--- src/rtl/aggregator_scheduler.sv ---
// aggregator_scheduler: round-robin frame scheduler between two compression
// engines and the single aggregator input.
//
// Ports:
//   clk, reset (async, active-low), enable (gates new grants)
//   DATA_IN1/2, valid_1/2 in; ready_1/2 out : engine streams
//   DATA_OUT, valid out; ready in           : aggregator stream
//   sof, eof                                : frame markers, qualified by valid
//   grant                                   : registered one-hot grant
//   timeout_err                             : one-cycle watchdog pulse
// Optional feature: define SCHED_TIMEOUT_EN to build the stall watchdog.
module aggregator_scheduler #(
   parameter int DATA_WIDTH     = 255,
   parameter int LENGTH_WIDTH   = 31,
   parameter int TIMEOUT_CYCLES = 1024
) (
   input  logic                  clk,
   input  logic                  reset,
   input  logic                  enable,
   input  logic [DATA_WIDTH:0]   DATA_IN1,
   input  logic [DATA_WIDTH:0]   DATA_IN2,
   input  logic                  valid_1,
   input  logic                  valid_2,
   output logic                  ready_1,
   output logic                  ready_2,
   output logic [DATA_WIDTH:0]   DATA_OUT,
   output logic                  valid,
   input  logic                  ready,
   output logic                  sof,
   output logic                  eof,
   output logic [1:0]            grant,
   output logic                  timeout_err
);

   localparam int BLW = LENGTH_WIDTH - 3;
   localparam int CW  = LENGTH_WIDTH + 2;

   if (TIMEOUT_CYCLES < 1 || TIMEOUT_CYCLES > 65535) begin : g_bad_timeout
      $error("TIMEOUT_CYCLES must fit in 16 bits and be nonzero");
   end

   typedef enum logic [1:0] {
      IDLE,
      HEADER,
      BODY
   } state_t;

   state_t           r_state;
   state_t           w_state_nxt;
   logic [1:0]       r_grant;
   logic [1:0]       w_grant_nxt;
   // r_ptr = 1 means engine 2 was granted last, so engine 1 wins a tie
   logic             r_ptr;
   logic             w_ptr_nxt;
   logic [BLW-1:0]   r_beats_left;
   logic [BLW-1:0]   w_bl_nxt;
   logic [LENGTH_WIDTH:0] w_len;
   logic [CW-1:0]    w_beats;
   logic [CW-1:0]    w_beats_m1;
   logic             w_hs;
   logic             w_last;

`ifdef SCHED_TIMEOUT_EN
   localparam logic [15:0] LP_TMO_M1 = 16'(TIMEOUT_CYCLES - 1);
   logic [15:0]      r_wd;
   logic [15:0]      w_wd_nxt;
   logic             r_tmo;
   logic             w_tmo_nxt;
`endif

   // zero-latency forwarding from the registered grant
   always_comb begin
      DATA_OUT = '0;
      valid    = 1'b0;
      unique case (1'b1)
         r_grant[0]: begin
            DATA_OUT = DATA_IN1;
            valid    = valid_1;
         end
         r_grant[1]: begin
            DATA_OUT = DATA_IN2;
            valid    = valid_2;
         end
         default: ;
      endcase
   end

   assign ready_1 = r_grant[0] & ready;
   assign ready_2 = r_grant[1] & ready;
   assign grant   = r_grant;

   // header length decode; wide enough that L = all-ones cannot wrap
   assign w_len      = DATA_OUT[DATA_WIDTH -: LENGTH_WIDTH+1];
   assign w_beats    = (CW'(w_len) + CW'(31)) >> 5;
   assign w_beats_m1 = (w_beats == '0) ? '0 : w_beats - CW'(1);

   assign w_hs   = valid & ready;
   assign w_last = (r_state == HEADER) ? (w_beats_m1 == '0)
                 : (r_state == BODY) && (r_beats_left == BLW'(1));

   assign sof = valid & (r_state == HEADER);
   assign eof = valid & w_last;

   always_comb begin
      w_state_nxt = r_state;
      w_grant_nxt = r_grant;
      w_ptr_nxt   = r_ptr;
      w_bl_nxt    = r_beats_left;
`ifdef SCHED_TIMEOUT_EN
      w_wd_nxt    = r_wd;
      w_tmo_nxt   = 1'b0;
`endif
      unique case (r_state)
         IDLE: begin
            if (enable && (valid_1 || valid_2)) begin
               w_state_nxt = HEADER;
               w_grant_nxt = (valid_1 && (!valid_2 || r_ptr))
                           ? 2'b01 : 2'b10;
            end
         end
         HEADER: begin
            if (w_hs) begin
               w_bl_nxt    = w_beats_m1[BLW-1:0];
               w_state_nxt = w_last ? IDLE : BODY;
            end
         end
         BODY: begin
            if (w_hs) begin
               w_bl_nxt = r_beats_left - BLW'(1);
               if (w_last) w_state_nxt = IDLE;
            end
         end
         default: w_state_nxt = IDLE;
      endcase

      if (r_state != IDLE && w_hs && w_last) begin
         w_grant_nxt = 2'b00;
         w_ptr_nxt   = r_grant[1];
      end

`ifdef SCHED_TIMEOUT_EN
      // only cycles with the granted engine silent count toward a stall
      if (r_state == IDLE || w_hs) begin
         w_wd_nxt = '0;
      end else if (!valid) begin
         if (r_wd == LP_TMO_M1) begin
            w_wd_nxt    = '0;
            w_tmo_nxt   = 1'b1;
            w_state_nxt = IDLE;
            w_grant_nxt = 2'b00;
            w_ptr_nxt   = r_grant[1];
         end else begin
            w_wd_nxt = r_wd + 16'd1;
         end
      end
`endif
   end

   always_ff @(posedge clk or negedge reset) begin
      if (!reset) begin
         r_state      <= IDLE;
         r_grant      <= 2'b00;
         r_ptr        <= 1'b1;
         r_beats_left <= '0;
      end else begin
         r_state      <= w_state_nxt;
         r_grant      <= w_grant_nxt;
         r_ptr        <= w_ptr_nxt;
         r_beats_left <= w_bl_nxt;
      end
   end

`ifdef SCHED_TIMEOUT_EN
   always_ff @(posedge clk or negedge reset) begin
      if (!reset) begin
         r_wd  <= '0;
         r_tmo <= 1'b0;
      end else begin
         r_wd  <= w_wd_nxt;
         r_tmo <= w_tmo_nxt;
      end
   end

   assign timeout_err = r_tmo;
`else
   assign timeout_err = 1'b0;
`endif

endmodule

--- config.mk ---
export PLATFORM = sky130hd
export DESIGN_NAME = aggregator_scheduler
export DESIGN_NICKNAME = d
export VERILOG_FILES = /design/src/rtl/aggregator_scheduler.sv
export SDC_FILE = /design/constraint.sdc
export NUM_CORES = 1
export LEC_CHECK = 0
export BUFFER_PORTS_ARGS = -buffer_cell sky130_fd_sc_hd__clkbuf_2
export CAP_MARGIN = 20
export CORE_AREA = 2 2 303 305
export DETAILED_ROUTE_END_ITERATION = 8
export DIE_AREA = 0 0 305 307
export PLACE_DENSITY = 0.33
export SLEW_MARGIN = 20
export SYNTH_ARGS = -nofsm -noshare
export SYNTH_HDL_FRONTEND = slang
export SYNTH_SLANG_ARGS = --single-unit
--- constraint.sdc ---
create_clock -name clk -period 12 [get_ports clk]
set_clock_uncertainty 0.05 [all_clocks]
set_input_delay 0.6 -clock clk [delete_from_list [all_inputs] [get_ports clk]]
set_output_delay 0.6 -clock clk [all_outputs]
set_load 0.05 [all_outputs]
Word-level counts from Yosys, hierarchy flattened
Cells that the tools add are included.

Register bits after elaboration: 33. Output and inout bits: 264.

Add/sub/neg operators: 3. Eq/ne operators: 7. Multiplexer cells: 17. Reduce and logical (&&, ||, !) cells: 18. Bitwise operators: 5.

Operators by type and width (number): 256-bit case mux with 2 select lines (1); 33-bit logical NOT (2); 28-bit two-way mux (2); 28-bit case mux with 2 select lines (1); 32-bit by 5-bit adder with 33-bit output (second input constant) (1); 33-bit two-way mux (1); 28-bit by 1-bit subtractor with 29-bit output (second input constant) (1); 28-bit by 1-bit equality test with 1-bit output (second input constant) (1); 28-bit by 1-bit subtractor with 28-bit output (second input constant) (1); 2-bit two-way mux (9); 2-bit inequality test (second input constant) (4); 2-bit nonzero test (4); 2-bit case mux with 3 select lines (1); 1-bit bitwise AND (5); 1-bit logical AND (5); 4-bit AND reduction (1); 3-bit AND reduction (1); 2-bit by 1-bit equality test with 1-bit output (second input constant) (1); 2-bit equality test (second input constant) (1); 2-bit logical NOT (1); 1-bit logical OR (2); 1-bit case mux with 2 select lines (1); 2-bit AND reduction (1); 1-bit logical NOT (1); 1-bit two-way mux (1).

Longest topological paths before layout
Gate-level depths: netlist (run 1).

Depth after elaboration: 9. Depth in mapped cells: 18. Depth with buffers taken out: 17.

Worst setup path after synthesis (run 1)
OpenSTA, ideal clock, no wires.

Kind: reg2out. From: register r_grant[1], in the netlist grant[1]. To: output port eof. Stages on the path, launching flop included: 16. Setup slack: 6386 ps. Arrival: 4964 ps. Path buffers: 2. Cells stage by stage: dfrtp_1 > a22o_1 > o211a_1 > o21a_1 > clkbuf_1 > nand2_1 > a221o_1 > or3_1 > buf_2 > or4_1 > and3_1 > nor4b_2 > nand4_1 > nand2_1 > nand2_1 > a21oi_1.

Longest elaborated chain between the ends: 7. Elaborated cells on any way between the ends: 9.

Ends and longest elaborated chain: from (decl) (line 50) `logic [1:0] r_grant;`; from (signal assigned) (line 167) `r_grant <= w_grant_nxt;`; 256-bit case mux with 2 select lines (*) (line 75) `unique case (1'b1)`; via DATA_OUT[229] (line 26) `output logic [DATA_WIDTH:0] DATA_OUT,`; 32-bit by 5-bit adder with 33-bit output (*) (line 94) `assign w_beats = (CW'(w_len) + CW'(31)) >> 5;`; 28-bit by 1-bit subtractor with 29-bit output or 33-bit logical NOT (tied branches) (line 95) `assign w_beats_m1 = (w_beats == '0) ? '0 : w_beats - CW'(1);`; 33-bit two-way mux (*) (line 95); 33-bit logical NOT (*) (line 98) `assign w_last = (r_state == HEADER) ? (w_beats_m1 == '0)`; 1-bit two-way mux (*) (line 98); 1-bit bitwise AND (*) (line 102) `assign eof = valid & w_last;`; to (decl) (line 30) `output logic eof,`.

The timed path passes the listed nets; every way through them passes the cells marked *.

Worst setup path in the final report (run 1)
From: register r_grant[1], in the netlist grant[1]. To: output port eof.

Longest elaborated chain between the ends: 7. Elaborated cells on any way between the ends: 9.

Ends and longest elaborated chain (line): 256-bit case mux with 2 select lines (75); 32-bit by 5-bit adder with 33-bit output (94); 28-bit by 1-bit subtractor with 29-bit output or 33-bit logical NOT (tied branches) (95); 33-bit two-way mux (95); 33-bit logical NOT (98); 1-bit two-way mux (98); 1-bit bitwise AND (*) (102).

Mark *: on every way between the ends. The rest lies on a longest branch, timed or not.

==> flow_summary.yaml, run 1 <==
status:
  status: "complete, no violations"
timing:
  tns_ns: 0
  tightest_slew_ns: 1.122
  slew-limit-headroom_pct: 25.22
  drv_slew: 0
  layout_min_cycle_time_ns: 6.724
  hold_violations: 0
  finalSetupViolations: 0
  timing.fmax_mhz: 148.7
  rsz0062_at_grt: "false"
  period_share_pct: 56.03
clock_tree:
  cts_sinks: 33
  cts_buffers: 5
  root_buffer: "clkbuf_16"
  cts_hold_buf: 0
  cts_resized: 0
  post-cts-setup-buffers: 0
  path_clk_slew_ns: 0.06
  cts_tree: "yes"
  clk_latency_ns: 0.29
  cts_buffer_depth: 2
  cts_max_level: 2
synthesis:
  async_flop_share_pct: 100.0
  synth_cells: 878
  ys_ff_latch: 33
  ys_seq_area_share_pct: 13.02
  yosysWarningCount: 0
  syn_area_per_cell_um2: 7.236
  synth-edff-count: 0
  synth_nets: 1400
  netlist_area_mm2: 0.006354
  synth_cell_type_count: 70
  yosys_most_used_dff: "dfrtp_1"
route:
  num_vias: 11110
  drt_wl_total_um: 97070
  via_per_inst: 3.979
  drc: 0
  wl_per_cell_um: 34.77
  ant_nets: 0
  drtIter0Drc: 872
  first_pass_iters: 6
power_and_ir_drop:
  p_sw_share_pct: 74.77
  p_clk_share_pct: 3.6
  leakage_nw: 5.699
  powerDensity_mw_per_mm2: 322.2
  seqPwrFrac_pct: 6.5
  ir_worst_vdd_v: 0.0001427
  intPower_mw: 0.9527
  comb_power_share_pct: 89.9
  switching_power_mw: 2.824
floorplanning:
  die_x_um: 305
  die_h_um: 307
  start_util_pct: 7.006
  io_pins: 782
  rows: 111
  dieArea_mm2: 0.09364
  core-area_mm2: 0.09069
global_routing:
  grt_max_degree: 159
  grt_pass1_vias: 10750
  grt-ovfl-total: 0
  antenna_found_initial: 76
  grt_usage_pct: 19.78
  grt_pass1_wl_um: 119200
layout:
  fin_cells: 2792
  final_cell_mix: "clkbuf_2, a22o_1, o21ai_0, a21oi_1, nand3_1"
  fin_nets: 2116
  final_common_cell: "clkbuf_2"
  drive_above_1_share_pct: 51.29
  final_area_mm2: 0.01172
  fillerInstances: 10700
  area_growth_syn_to_layout_pct: 84.46
worst_setup_path:
  critPathKind: "reg2out"
  endpoint_kind: "output pin"
  required_ns: 11.35
  cp_common_cell: "nand2_1"
  slowest_delay_ns: 0.77
  path_cells: "buf_4 > a22o_1 > o211a_1 > o21ai_4 > nor4_1 > nand3_1 > a2111oi_0 > or3b_2 > a32oi_1 > and3_1 > nand4_1 > nand2_1 > nand2_1 > a21oi_1 > clkbuf_2"
  worstPathArrival_ns: 6.07
  cpMaxStageDelayCell: "a2111oi_0"
  critical_path.max_fanout: 82
  cp-start-kind: "flip-flop"
place:
  dpl-instance-area_mm2: 0.01154
  hpwlAfterDp_um: 88840
  globalplace.congestion: 0.9142
  io_buffers: 780
  dpl.cell_count: 2773
hold_path:
  hold_path_class: "in2async"
run:
  maxCapViolCount: 0
-- cells in the mapped netlist, drive strengths merged, types with 10 or more instances --
cell | number | share of area [%]
xnor2 | 25 | 3.4
nor2b | 10 | 0.98
a21oi | 47 | 3.8
clkbuf | 66 | 3.9
a22oi | 34 | 4.0
nor4 | 12 | 1.3
o21ai | 65 | 5.4
nand3 | 45 | 3.5
nand2 | 45 | 2.7
o211ai | 11 | 1.3
nand4 | 11 | 1.1
inv | 30 | 1.8
a22o | 242 | 33
or3 | 12 | 1.2
nor2 | 40 | 2.4
buf | 15 | 1.0
nor3 | 30 | 2.4
dfrtp | 32 | 13
-- registers in the layout (all words and copies together), names as in the netlist --
register      count
grant             2
r_beats_left     28
r_state           2
r_ptr             1
-- worst max-delay path: cells and delay by family (launching register included) --
| kind | cells | cell delay [ns] |
|---|---|---|
| compound gates | 6 | 1.91 |
| buf+inv | 2 | 1.09 |
| simple gates | 7 | 2.02 |
| flops | 1 | 0.72 |
-- routing by layer --
layer / track usage [%] / wire length (µm) / vias up
met3: 15.42 / 17210 / 156
li1: - / - / 4966
met5: 0 / 559 / -
met4: 4.237 / 2608 / 92
met2: 27.59 / 37860 / 667
met1: 23.52 / 38830 / 5227
-- worst paths after layout --
path | from | end | slack, ns | cells after the start
max | grant[1] | eof | 5.28 | 15
min | reset | r_state[0] | 0.39 | 1
max reg2reg | grant[1] | r_beats_left[16] | 6.22 | 14
min reg2reg | r_beats_left[12] | r_beats_left[12] | 0.47 | 2
max in group asynchronous | reset | grant[0] | 10.81 | 1
min in group clk | r_beats_left[12] | r_beats_left[12] | 0.47 | 2
-- power by group through the flow --
stage | logic [mW] | clock network [mW] | registers [mW]
4_1_cts | 3.43 | 0.140 | 0.244
3_3_place_gp | 3.43 | 0 | 0.246
5_1_grt | 3.58 | 0.145 | 0.256
6_report | 3.39 | 0.136 | 0.246
2_1_floorplan | 2.13 | 0 | 0.204
3_5_place_dp | 3.42 | 0 | 0.246
-- cell families (layout without fill, tap and decap cells) --
logic type	Yosys count	in the layout	share of synthesized area [%]
flops	33	33	13.02
compound gates	450	450	54.61
mux	3	3	0.5513
simple gates	246	246	20.20
buf+inv	112	829	6.774
other cells	1	12	0.05902
xor+xnor	29	29	3.998
fa+ha+maj	4	4	0.7877
-- layout make-up --
cell class	count	area (µm²)	area share, %
antenna	11	27.53	0.2349
inverter	31	116.4	0.9928
sequential	33	834.6	7.121
tap	1186	1484	12.66
multi-input combinational	733	5101	43.53
timing repair buffer	790	4004	34.16
clock inverter	2	13.76	0.1174
clock buffer	6	138.9	1.185
-- through the flow --
step           worst slack (ns)  total power, mW  utilization, %  hold WS [ns]
2_1_floorplan             6.386            2.331               -        0.2544
3_3_place_gp              5.613            3.679           12.72        0.4536
3_5_place_dp              5.605            3.671           12.72        0.4566
4_1_cts                   5.273            3.813           12.89        0.4382
5_1_grt                   4.782            3.982           12.90        0.4683
6_report                  5.276            3.776           12.92        0.3915
No activity file was read; power rests on OpenSTA's default activity.
==> inputs of run 2 (changes only) <==
--- a/config.mk
+++ b/config.mk
@@ -7,9 +7,9 @@
 export LEC_CHECK = 0
 export BUFFER_PORTS_ARGS = -buffer_cell sky130_fd_sc_hd__clkbuf_2
 export CAP_MARGIN = 20
-export CORE_AREA = 2 2 303 305
+export CORE_AREA = 2 2 307 309
 export DETAILED_ROUTE_END_ITERATION = 8
-export DIE_AREA = 0 0 305 307
+export DIE_AREA = 0 0 309 311
 export PLACE_DENSITY = 0.33
 export SLEW_MARGIN = 20
 export SYNTH_ARGS = -nofsm -noshare
==> constraint.sdc (replaced) <==
create_clock -name clk -period 6.7 [get_ports clk]
set_clock_uncertainty 0.05 [all_clocks]
set_input_delay 0.335 -clock clk [delete_from_list [all_inputs] [get_ports clk]]
set_output_delay 0.335 -clock clk [all_outputs]
set_load 0.05 [all_outputs]
==> run 2 against run 1 <==
Design area increased by 1.1%. Utilization is 0.16 points lower. Sequential power rose by 79%. Critical path depth is 1 lower. Worst hold slack lost 0.23 ns. Largest power group unchanged.
==> flow_summary.yaml, run 2 (same netlist as run 1, synthesis figures left out) <==
timing:
  drv_slew: 0
  rsz0062_at_grt: "false"
  period_share_pct: 91.45
  finalSetupViolations: 0
  tns_ns: 0
  timing.fmax_mhz: 163.2
  hold_violations: 0
  layout_min_cycle_time_ns: 6.127
  tightest_slew_ns: 1.324
  slew-limit-headroom_pct: 11.73
floorplanning:
  io_pins: 782
  dieArea_mm2: 0.09610
  core-area_mm2: 0.09277
  start_util_pct: 6.849
  die_x_um: 309
  die_h_um: 311
  rows: 112
power_and_ir_drop:
  ir_worst_vdd_v: 0.0002210
  leakage_nw: 5.718
  powerDensity_mw_per_mm2: 586.3
layout:
  area_growth_syn_to_layout_pct: 86.41
  final_common_cell: "clkbuf_2"
  final_cell_mix: "clkbuf_2, a22o_1, o21ai_0, a21oi_1, nand3_1"
  fillerInstances: 11060
  largest_register_ffs: 28
  drive_above_1_share_pct: 51.31
  final_area_mm2: 0.01184
  seq_area_um2: 834.6
  fin_nets: 2121
  multi_input_area_mm2: 0.005101
  max_flop_register: "r_beats_left"
place:
  globalplace.congestion: 0.9508
  io_buffers: 780
  dpl-instance-area_mm2: 0.01166
  hpwlAfterDp_um: 95750
clock_tree:
  clk_latency_ns: 0.30
  cts_resized: 0
  root_buffer: "clkbuf_16"
  post-cts-setup-buffers: 0
  cts_buffers: 5
  cts_sinks: 33
  cts_hold_buf: 0
  cts_tree: "yes"
  path_clk_slew_ns: 0.06
  cts_buffer_depth: 2
  cts_max_level: 2
route:
  drtIter0Drc: 852
  wl_per_cell_um: 36.40
  first_pass_iters: 7
  via_per_inst: 3.925
  num_vias: 11260
  drt_wl_total_um: 104400
  ant_nets: 0
  drc: 0
global_routing:
  grt_usage_pct: 20.80
  grt_max_degree: 176
  grt-ovfl-total: 0
  grt_pass1_wl_um: 126900
  grt_pass1_vias: 10940
  antenna_found_initial: 69
worst_setup_path:
  crit_buf_inv: 1
  path_cells: "nand2_2 > o211ai_1 > nand4_1 > nor4_1 > nand3_1 > a2111oi_0 > or3b_2 > a32oi_1 > and3_1 > nand4_1 > nand2_1 > nand2_1 > a21oi_1 > clkbuf_2"
  critical_path.max_fanout: 42
  cp-start-kind: "flip-flop"
  cpMaxStageDelayCell: "nor4_1"
  cp_top_family: "simple AND/OR/NAND/NOR gates"
  worstPathArrival_ns: 5.74
  required_ns: 6.31
  endpoint_kind: "output pin"
  critPathKind: "reg2out"
  crit_start: "grant[0]"
  rr_startpoint: "grant[0]"
  slowest_delay_ns: 0.75
run:
  maxCapViolCount: 0
status:
  status: "complete, no violations"
hold_path:
  hold_path_class: "in2async"
==> run 2: layer usage <==
layer	vias to the layer above	track usage, %	routed length [µm]
li1	4970	-	-
met1	5366	23.18	39620
met2	721	32.89	45540
met3	149	14.00	16520
met4	50	3.828	2393
met5	-	0	324
==> run 2: where the power goes <==
part / internal, mW / switching, mW / leakage (nW)
logic: 1.28 / 4.98 / 5.24
registers: 0.287 / 0.153 / 0.407
clock network: 0.149 / 0.0989 / 0.0713
total: 1.72 / 5.23 / 5.72
==> run 2: cell type report <==
| type | count | share of cell area [%] |
|---|---|---|
| timing repair buffer | 795 | 34.12 |
| multi-input combinational | 733 | 43.07 |
| inverter | 31 | 0.9825 |
| sequential | 33 | 7.046 |
| clock buffer | 8 | 1.236 |
| tap | 1254 | 13.25 |
| antenna | 14 | 0.2958 |
==> run 2: per-stage QoR <==
step | hold WS (ns) | utilization, % | instances | power (mW) | setup slack (ns)
after global placement | 0.4517 | 12.57 | 2846 | 6.800 | 1.008
after floorplan | -0.01059 | - | 878 | 4.175 | 1.351
after CTS | 0.1820 | 12.73 | 2854 | 7.044 | 0.6619
final | 0.1582 | 12.77 | 2868 | 6.944 | 0.5726
after detailed placement | 0.4447 | 12.57 | 2846 | 6.787 | 0.9773
after global routing | 0.2255 | 12.75 | 2863 | 7.307 | 0.2360
==> run 2: worst register-to-register path, delay by kind of cell, from the launching register on <==
kind             cells  cell delay, ns
AO/OA/AOI/OAI        4            1.51
multiplexers         1            0.32
AND/OR/NAND/NOR      8            2.53
flip-flops           1            0.72
==> run 2: worst paths after layout <==
kind	slack, ns	depth (start not counted)	endpoint
hold reg to reg	0.47	2	r_beats_left[12]
setup reg to reg	1.49	13	r_ptr
max in group asynchronous	5.70	1	grant[0]
min in group clk	0.32	3	grant[0]
setup / recovery	0.57	14	eof
hold / removal	0.16	1	r_beats_left[24]
